$ cat src/rtl/ad_clk_sel_div.sv
// ad_clk_sel_div: one-hot selectable, per-channel divided ADC sample clock whose
// channel/divisor changes land only on period boundaries. Macro AD_CLK_SWITCH_GAP_EN adds a 4-cycle low gap on switch.
module ad_clk_sel_div #(
    parameter int NUM_CH = 8,
    parameter int CNT_W  = 16
) (
    input  logic                      sys_clk,
    input  logic                      rst_n,
    input  logic [NUM_CH-1:0]         sel,
    input  logic [NUM_CH*CNT_W-1:0]   div_tbl,
    output logic                      ad_clk_out,
    output logic                      ad_clk_en,
    output logic                      en_detect,
    output logic                      sw_busy,
    output logic [$clog2(NUM_CH)-1:0] act_ch
);
    localparam int CH_W = $clog2(NUM_CH);
    localparam int HC_W = $clog2(NUM_CH + 1);
    localparam logic [CH_W-1:0] LAST_CH = CH_W'(NUM_CH - 1);

`ifdef AD_CLK_SWITCH_GAP_EN
    typedef enum logic [1:0] {ST_START, ST_RUN, ST_GAP} state_t;
`else
    typedef enum logic [1:0] {ST_START, ST_RUN} state_t;
`endif

    state_t              state_q, state_d;
    logic [NUM_CH-1:0]   sel_r0_q, sel_r1_q;
    logic [CNT_W-1:0]    cnt_q, cnt_d;
    logic [CNT_W-1:0]    div_q, div_d;
    logic [CH_W-1:0]     act_q, act_d;
    logic                out_q, out_d;
    logic                en_q, en_d;
    logic [CH_W-1:0]     target;
    logic [CH_W-1:0]     hot_idx;
    logic [HC_W-1:0]     hot_cnt;
    logic [CNT_W-1:0]    target_raw;
    logic [CNT_W-1:0]    target_div;
    logic [CNT_W-1:0]    last_div;
`ifdef AD_CLK_SWITCH_GAP_EN
    logic [1:0]          gap_q, gap_d;
`endif

    function automatic logic [CNT_W-1:0] clamp_div(input logic [CNT_W-1:0] v);
        return (v < CNT_W'(2)) ? CNT_W'(2) : v;
    endfunction

    // Zero or multi-hot selects fall back to the last channel.
    always_comb begin : decode
        hot_cnt    = '0;
        hot_idx    = '0;
        target_raw = '0;
        for (int i = 0; i < NUM_CH; i++) begin
            if (sel_r1_q[i]) begin
                hot_cnt = hot_cnt + HC_W'(1);
                hot_idx = CH_W'(i);
            end
        end
        target = (hot_cnt == HC_W'(1)) ? hot_idx : LAST_CH;
        for (int i = 0; i < NUM_CH; i++) begin
            if (CH_W'(i) == target) target_raw = div_tbl[i*CNT_W +: CNT_W];
        end
    end

    assign target_div = clamp_div(target_raw);
    assign last_div   = clamp_div(div_tbl[(NUM_CH-1)*CNT_W +: CNT_W]);

    always_comb begin : next_state
        state_d = state_q;
        cnt_d   = cnt_q;
        div_d   = div_q;
        act_d   = act_q;
`ifdef AD_CLK_SWITCH_GAP_EN
        gap_d   = gap_q;
`endif
        case (state_q)
            ST_START: begin
                state_d = ST_RUN;
                cnt_d   = '0;
            end
            ST_RUN: begin
                // The boundary is the only point where divisor or channel may change.
                if (cnt_q == div_q - CNT_W'(1)) begin
                    cnt_d = '0;
                    div_d = target_div;
                    act_d = target;
`ifdef AD_CLK_SWITCH_GAP_EN
                    if (target != act_q) begin
                        state_d = ST_GAP;
                        gap_d   = 2'd3;
                    end
`endif
                end else begin
                    cnt_d = cnt_q + CNT_W'(1);
                end
            end
`ifdef AD_CLK_SWITCH_GAP_EN
            ST_GAP: begin
                gap_d = gap_q - 2'd1;
                if (gap_q == 2'd0) state_d = ST_RUN;
            end
`endif
            default: state_d = ST_START;
        endcase
        out_d = (state_d == ST_RUN) && (cnt_d < (div_d >> 1));
        en_d  = (state_d == ST_RUN) && (cnt_d == '0);
    end

    always_ff @(posedge sys_clk) begin
        if (!rst_n) begin
            sel_r0_q <= '0;
            sel_r1_q <= '0;
            state_q  <= ST_START;
            cnt_q    <= '0;
            div_q    <= last_div;
            act_q    <= LAST_CH;
            out_q    <= 1'b0;
            en_q     <= 1'b0;
`ifdef AD_CLK_SWITCH_GAP_EN
            gap_q    <= '0;
`endif
        end else begin
            sel_r0_q <= sel;
            sel_r1_q <= sel_r0_q;
            state_q  <= state_d;
            cnt_q    <= cnt_d;
            div_q    <= div_d;
            act_q    <= act_d;
            out_q    <= out_d;
            en_q     <= en_d;
`ifdef AD_CLK_SWITCH_GAP_EN
            gap_q    <= gap_d;
`endif
        end
    end

    assign ad_clk_out = out_q;
    assign ad_clk_en  = en_q;
    assign en_detect  = (sel_r0_q != sel_r1_q);
    assign act_ch     = act_q;
`ifdef AD_CLK_SWITCH_GAP_EN
    assign sw_busy    = (target != act_q) || (state_q == ST_GAP);
`else
    assign sw_busy    = (target != act_q);
`endif

endmodule

$ cat config.mk
export PLATFORM = sky130hd
export DESIGN_NAME = ad_clk_sel_div
export DESIGN_NICKNAME = d
export VERILOG_FILES = /design/src/rtl/ad_clk_sel_div.sv
export SDC_FILE = /design/constraint.sdc
export NUM_CORES = 1
export LEC_CHECK = 0
export BUFFER_PORTS_ARGS = -buffer_cell sky130_fd_sc_hd__buf_2
export CAP_MARGIN = 20
export CORE_ASPECT_RATIO = 0.8
export CORE_MARGIN = 4
export CORE_UTILIZATION = 36
export CTS_CLUSTER_SIZE = 8
export DETAILED_ROUTE_END_ITERATION = 8
export HOLD_SLACK_MARGIN = 0.02
export PLACE_DENSITY = 0.73
export SYNTH_ARGS = -nofsm -noshare
export SYNTH_HDL_FRONTEND = slang
export SYNTH_SLANG_ARGS = --single-unit
$ cat constraint.sdc
create_clock -name sys_clk -period 6.9 [get_ports sys_clk]
set_input_delay 1.38 -clock sys_clk [delete_from_list [all_inputs] [get_ports sys_clk]]
set_output_delay 1.38 -clock sys_clk [all_outputs]
set_load 0.05 [all_outputs]
==> metrics.txt <==
via count of the first global-routing pass 5682; commonest cells after routing, fill and taps aside 145 x sky130_fd_sc_hd__buf_2, 69 x sky130_fd_sc_hd__nor2_1, 68 x sky130_fd_sc_hd__nand2_1; final setup margin 228 ps; fill cell total of the finished layout 1430; CTS tree built; topmost layer with routed signal wires met5; number of sinks handled by clock tree synthesis 55; actual slew at the worst max-slew pin 810 ps; startpoint of the most critical register-to-register path sel_r1_q[0]; Detail Placement HPWL 15900 um; Reg2Reg Setup Slack 230 ps; fmax 150 MHz; number of nets still failing antenna checks after routing 0; grt ovf 0; pre-CTS setup slack 2.90 ps; number of antenna violations at the first check in global routing 2; sum of routed wire segments on met1 8830 um; capture instance of the worst register-to-register path ad_clk_out; Cell Area, Placed 0.00627 mm^2; slowest stage delay, CP 340 ps; final non-filler cell area 0.00664 mm^2; launch point of the worst path sel_r1_q[0]; Port Buffer Count 144; netlist area before placement 0.00529 mm^2; count of vias placed by the detailed router 6133; Worst Clk Skew 14.5 ps; area of the die 0.0167 mm^2; Routed met2 length 8440 um; areal power density over the cells 162 mW/mm^2; placer's final routability congestion estimate 1.01; routed len/inst 18.9 um; number of pins exceeding their max-slew limit in the final report 0; min cycle time layout 6670 ps; first-pass detailed-route iteration total 5; Tcrit/Tclk final 96.7%; leakage power 2.96 nW; category of the worst setup path capture point register; number of synthesized flops with an enable pin 1; cell repeated most along the worst path sky130_fd_sc_hd__ha_1; number of hold-slack violations in the final timing report 0; Die H 116 um; cell with the largest stage delay on the worst path sky130_fd_sc_hd__dfxtp_1; Final #Nets 1025; cell count after synthesis 720; drt first-iter violations 693; TritonCTS buffer count 5; first-pass GRT wire length 30300 um; Primary FF master, synth sky130_fd_sc_hd__dfxtp_1; crit path capture ad_clk_out; core footprint 0.0143 mm^2; Total Wirelength 19800 um; starting utilization of the core area 36.8%; Crit Path Class register to register; largest net degree at the start of global routing 48; highest fanout seen on the critical path 5; Netlist cell types 77; depth of the worst register-to-register path 32; Clock transition at path regs 80 ps; fraction of the yosys area taken by sequential cells 21.0%; number of warning messages in the yosys log 0; clock root buffer sky130_fd_sc_hd__clkbuf_16; Rel. slew slack 45.8%; IO Count 145; Site Rows 39; number of setup violations in the final report 0; vias per inst 5.84; WL met3 2250 um; mean cell area of the mapped netlist 7.34 um^2; maximum vdd drop 101 uV; Post-Syn Nets 881; Chip Width 143 um; H-tree Lvls 2; most frequent standard cell in the layout excluding fill and tap cells sky130_fd_sc_hd__buf_2; result of the run finished clean; maximum number of buffers from clock root to sink 2; setup_tns 0 ps; global router's overall resource usage 22.8%; synthesized flop and latch total 55; data required time at the worst endpoint 7150 ps; final design utilization 46.2%; Layout area overhead 25.5%; class of the tightest hold or removal check register to register; CP Data Arrival Time 6920 ps; Max Cap Viol 0; element type at the critical path start register; remaining routing DRC violations 0; layout cell share with drive strength beyond 1 27.6%; clock insertion delay at the later pin of the skew report 300 ps; asr flop ratio synth 0%
-- critical path: cells and delay by family, from the launching register on --
family                   cells  cell delay, ps
adder cells (fa/ha/maj)      7            1940
multiplexers                 2             640
buffers and inverters        1              50
flip-flops                   1             340
AND/OR/NAND/NOR              8            1210
AO/OA/AOI/OAI               14            2440
-- state kept, by name, indices dropped and copies added, names as in the netlist --
signal	flops
sel_r1_q	8
sel_r0_q	8
ad_clk_out	1
act_ch	3
cnt_q	16
ad_clk_en	1
div_q	16
state_q	2
-- repair_timing --
action / CTS / global route
hold endpoints to repair: 0 / 0
hold buffers: 0 / 0
resized for setup: 1 / 28
setup endpoints to repair: 1 / 4
buffers inserted: 0 / 7
gates cloned: 0 / 1
pin swaps: 0 / 9
-- cell type report --
class                      instances  area (um^2)  area share [%]
multi-input combinational        602         4060            61.1
sequential                        55         1110            16.7
timing repair buffer             179         1000            15.1
tap                              184          230            3.47
clock buffer                       6          139            2.09
inverter                          21         78.8            1.19
clock inverter                     2         16.3           0.245
antenna                            1         2.50          0.0377
-- synthesized netlist by cell type, drive strengths merged, types with 4 or more instances --
cell / n / area [um^2]
nand2: 69 / 259
nor2: 69 / 259
o21ai: 63 / 315
dfxtp: 54 / 1080
a21oi: 52 / 268
clkbuf: 36 / 135
and2: 31 / 196
nand3: 26 / 130
xor2: 26 / 228
ha: 23 / 288
mux2i: 21 / 210
xnor2: 21 / 191
inv: 20 / 75.1
nor3: 19 / 100
and3: 12 / 75.1
or3: 12 / 85.1
mux2: 11 / 124
nor4: 11 / 68.8
nand4: 9 / 56.3
o211ai: 9 / 72.6
or4: 8 / 63.8
nand3b: 7 / 52.6
buf: 6 / 33.8
o21a: 6 / 45.0
o22ai: 6 / 37.5
a211o: 5 / 43.8
a211oi: 5 / 37.5
a21o: 5 / 37.5
a221oi: 5 / 43.8
a31oi: 5 / 31.3
o31ai: 5 / 51.3
or2: 5 / 31.3
a2111oi: 4 / 35.0
nand2b: 4 / 25.0
-- power breakdown --
| group | internal, mW | leakage [nW] | switching (mW) |
|---|---|---|---|
| logic | 0.192 | 2.43 | 0.259 |
| clock network | 0.145 | 0.0731 | 0.123 |
| registers | 0.333 | 0.456 | 0.0225 |
-- worst min-delay path by stage --
stage	from	end	cells after the start	slack, ps
floorplan	sel_r0_q[0]	sel_r1_q[0]	1	450
global placement	sel_r0_q[2]	sel_r1_q[2]	1	460
detailed placement	sel_r0_q[7]	sel_r1_q[7]	1	470
CTS	sel_r0_q[7]	sel_r1_q[7]	1	490
global route	sel_r0_q[2]	sel_r1_q[2]	1	500
finish	sel_r0_q[4]	sel_r1_q[4]	1	480
-- metal layers --
layer,global-route usage [%],up-vias
met1,33.6,2842
met2,34.7,331
met4,3.39,4
met5,0,-
met3,5.40,37
li1,-,2919
-- cell families (layout without fill, tap and decap cells) --
kind of cell    count (synthesis)  after routing  synth area share [%]
buf+inv                        63            208                  4.69
xor+xnor                       49             49                  8.83
simple gates                  296            296                  29.0
mux                            32             32                  6.32
flops                          55             55                  21.0
compound gates                201            201                  24.6
fa+ha+maj                      23             23                  5.45
other cells                     1              2                0.0710
-- through the flow --
step	hold WS (ps)	total power [mW]	cells
detailed placement	467	0.766	1033
finish	482	1.07	1050
CTS	486	1.04	1041
global placement	463	0.763	1033
global route	503	1.13	1049
floorplan	454	0.614	720
No activity file was read; power rests on OpenSTA's default activity.
